<file path="src/rtl/nor_32bit.sv">
// nor_32bit: bitwise NOR unit for the ALU logic-operation path.
//   Combinational result outC = ~(inA | inB), built one 2-input NOR per bit,
//   with combinational zero / all_ones status flags derived from outC.
//   A registered copy (out_q) with a one-cycle valid pulse (out_valid) serves
//   pipelined consumers; clk / rst_n touch only that registered path.
// Ports:
//   clk       rising-edge clock for the registered path
//   rst_n     asynchronous active-low reset (registered path only)
//   inA, inB  operands, WIDTH bits
//   in_valid  capture strobe for the registered path
//   outC      combinational NOR result
//   zero      combinational: outC is all zeros
//   all_ones  combinational: outC is all ones
//   out_q     registered NOR result, held when in_valid is low
//   out_valid one-cycle pulse: out_q was captured on the previous edge
module nor_32bit #(
   parameter int unsigned WIDTH = 32
) (
   input  logic             clk,
   input  logic             rst_n,
   input  logic [WIDTH-1:0] inA,
   input  logic [WIDTH-1:0] inB,
   input  logic             in_valid,
   output logic [WIDTH-1:0] outC,
   output logic             zero,
   output logic             all_ones,
   output logic [WIDTH-1:0] out_q,
   output logic             out_valid
);

   // One independent NOR gate per bit; no cross-bit logic, so X/Z on an
   // input bit can only reach the matching output bit and the flags.
   for (genvar i = 0; i < int'(WIDTH); i++) begin : g_nor
      assign outC[i] = ~(inA[i] | inB[i]);
   end

   // Status flags follow outC with no latency.
   assign zero     = ~|outC;
   assign all_ones = &outC;

   // Registered copy: capture on in_valid, otherwise hold data and drop valid.
   always_ff @(posedge clk or negedge rst_n) begin
      if (!rst_n) begin
         out_q     <= '0;
         out_valid <= 1'b0;
      end else begin
         out_valid <= in_valid;
         if (in_valid) begin
            out_q <= outC;
         end
      end
   end

endmodule

</file>
<file path="config.mk">
export PLATFORM = sky130hd
export DESIGN_NAME = nor_32bit
export DESIGN_NICKNAME = d
export VERILOG_FILES = /design/src/rtl/nor_32bit.sv
export SDC_FILE = /design/constraint.sdc
export NUM_CORES = 1
export LEC_CHECK = 0
export ABC_AREA = 1
export ABC_CLOCK_PERIOD_IN_PS = 800
export BUFFER_PORTS_ARGS = -buffer_cell sky130_fd_sc_hd__clkbuf_2
export CORE_AREA = 2 2 71 73
export DETAILED_ROUTE_END_ITERATION = 16
export DIE_AREA = 0 0 73 75
export PLACE_DENSITY = 0.81
export SLEW_MARGIN = 10
export SYNTH_ARGS = -nofsm -noshare
export SYNTH_HDL_FRONTEND = slang
export SYNTH_SLANG_ARGS = --single-unit
</file>
<file path="constraint.sdc">
create_clock -name clk -period 0.8 [get_ports clk]
set_input_delay 0.04 -clock clk [delete_from_list [all_inputs] [get_ports clk]]
set_output_delay 0.04 -clock clk [all_outputs]
set_load 0.03 [all_outputs]
</file>
==> results.md <==
* Root buffer cell: clkbuf_8
* Max Freq at 1060 MHz
* Worst setup EP type: output pin
* Clock share of power at 23.9%
* ANT cells at 0
* Crit path max-delay cell type: clkbuf_8
* WP data arrival at 0.90 ns
* Critical Path RT at 0.76 ns
* Synthesized-area fraction occupied by adder cells at 0%
* # DRC at 0
* Crit path largest cell delay at 0.17 ns
* RePlAce Congestion at 0.796
* CTS sink cnt at 33
* Max H-tree Level at 2
* Row count at 25
* P per Cell Area at 1490 nW/um2
* CTS clk-pin slew, worst paths at 0.06 ns
* # fillers at 315
* Final setup vio count at 47
* Pre-antenna DRT Iters at 4
* Worst path cell trace: clkbuf_2 -> buf_4 -> nor2_2 -> nor2_1 -> nand2_1 -> nor2_1 -> nand2_1 -> nor2_2 -> clkbuf_8
* Synth area leader: dfrtp_1
* Worst skew pair latency at 0.28 ns
* Area delta synth->final at 96.2%
* Slew margin rel. at 87.7%
* Critical Path Fanout Max at 2
* Synthesized area at 1820 um2
* Synth Flop Type: dfrtp_1
* DRT iter0 DRCs at 73
* Switching pwr at 1.78 mW
* DP Area at 2990 um2
* Final ANT Viol Nets at 0
* CTS Buf Count at 5
* Compound-Gate Fraction of Synth Area at 5.91%
* Gr usage total at 22.4%
* Grt ovf at 0
* Fin. max-slew vios at 0
* Synthesized flop and latch total at 33
* Most frequent cells after synthesis: 52 x nor2_1, 33 x dfrtp_1, 29 x inv_1
* Mapped Nets at 274
* Post-DP HPWL at 4390 um
* Worst path top cell family by delay: simple AND/OR/NAND/NOR gates
* Largest family of logic cells by synthesized area: simple AND/OR/NAND/NOR gates
* Max Cap Viol at 0
* CTS tree: done
* Sw frac at 33.4%
* Measured slew at the worst slew-check pin at 0.184 ns
* Leakage power at 1.89 nW
* Syn Area/Cell at 8.79 um2
* Largest net degree at the start of global routing at 34
* Outcome: finished, violations left
* Syn. warnings at 0
* Finished Cell Area at 3570 um2
* Simple-gate share of the synthesized area at 26.2%
* Synth Instances at 207
* Port-buffer cells at 133
* Final nets at 461
* Xor/xnor cell area share of the yosys netlist at 0%
* Top-area cell type share of the netlist area at 45.4%
* Synth area leaders: dfrtp_1 45%, nor2_1 11%, mux2_4 9.1%
* Share of cells above drive strength 1 at 70.9%
* Setup crit start kind: input pin
* Core area at 4660 um2
* Post-synthesis sequential area ratio at 45.4%
* Total power at 5.31 mW
* Failing checks: setup timing
* Hold Path Class: input pin to flip-flop
* Logic pwr share at 38.8%
* Die height at 75 um
* Post-synth EDFFs at 0
* Global-route wire length before repair at 9280 um
* Chip width at 73 um
* Bufs on Longest Clock Path at 2
* Count leader, synth: nor2_1
* Vias/cell at 4.64
* Mux cell area share after synthesis at 13.4%
* WL final at 6330 um
* RSZ-0062 raised after global routing: yes
* Crit Path Class: input pin to output pin
* Antenna violations before repair at 0
* Seq pwr share at 37.2%
* Vias in the first global route at 2057
* Peak VDD IR at 0.943 mV
* Post-Place Setup Slack at -0.204 ns
* Int Pwr at 3.54 mW
* Vias at 2083
* Crit path time final at 0.943 ns
* Setup ws final at -0.143 ns
* Boundary pin count at 134
* Initial cell density of the core at 39.1%
* Hold_ws at 0.0556 ns
* Die ar. at 5480 um2
* Clk_skew at 0 ns
* Hold Fails Final Rpt at 0
* Final Cycle Share at 118%
* Async SR Flop Fraction at 100%
* Cell variety after synth at 17
* Buf/Inv on CP at 3
* Detailed-route wire length per cell at 14.1 um
[layer usage]
layer,GRT usage [%],vias up,routed length (um)
met3,5.76,10,432
li1,-,1019,-
met2,43.1,91,3560
met4,7.41,0,114
met5,0,-,0
met1,23.5,963,2220
[state kept, by name (all words and copies together) (netlist names)]
name       count
out_q         32
out_valid      1
[tightest hold or removal path, cell delays in order]
cell	delay, ns
clkbuf_2	0.10
nor2_4	0.04
inv_2	0.05
a21oi_1	0.06
[final timing paths]
| path | from | to | slack (ns) | cells past startpoint |
|---|---|---|---|---|
| setup / recovery | inB[3] | zero | -0.14 | 9 |
| setup reg to reg | out_q[30] | out_q[30] | -0.02 | 1 |
| hold / removal | inA[2] | out_q[2] | 0.06 | 4 |
| hold reg to reg | out_q[27] | out_q[27] | 0.54 | 1 |
| max in group asynchronous | rst_n | out_q[28] | 0.32 | 3 |
| min in group asynchronous | rst_n | out_q[6] | 0.27 | 3 |
[timing repair]
item                                    4_1_cts  5_1_grt
endpoints found under the setup margin       35       48
gates resized for setup                      71       52
hold buffers                                  1        0
hold endpoints to repair                     33        0
pin swaps                                     2        9
buffers inserted                              4        6
[power groups by stage]
stage | clock network (mW) | logic (mW) | registers [mW]
after floorplan | 0 | 0.627 | 2.24
after global placement | 0 | 1.62 | 1.93
after detailed placement | 0 | 1.65 | 1.94
after CTS | 1.29 | 1.91 | 1.94
after global routing | 1.37 | 2.18 | 1.99
final | 1.27 | 2.06 | 1.98
[cells in the final DEF (no fill, tap or decap), drive strengths merged]
cell	instances
buf	87
nand2	27
nor2	72
inv	31
dlygate4sd3	1
clkbuf	105
nand4	5
nand3	1
mux2	18
and2	1
a21oi	14
dfrtp	33
[through the flow]
stage          std cells  utilization (%)  setup TNS (ns)
2_1_floorplan        207                -          -0.946
3_3_place_gp         430             64.2          -0.495
3_5_place_dp         430             64.2          -0.609
4_1_cts              443             73.6           -3.07
5_1_grt              449             76.6           -3.94
6_report             449             76.6           -2.81
[cell type report]
cell class              instances  area [um2]  share of cell area (%)
inverters                      31         116                    3.26
well taps                      54        67.6                    1.89
flip-flops and latches         33         848                    23.7
repair buffers                185        1470                    41.0
multi-input cells             138         985                    27.6
clock buffers                   8        90.1                    2.52
[kinds of logic (layout without fill, tap and decap cells)]
logic type | count (synthesis) | count (layout)
simple gates | 106 | 106
buf+inv | 36 | 224
flops | 33 | 33
mux | 18 | 18
compound gates | 14 | 14
(Power assumes the default switching activity.)
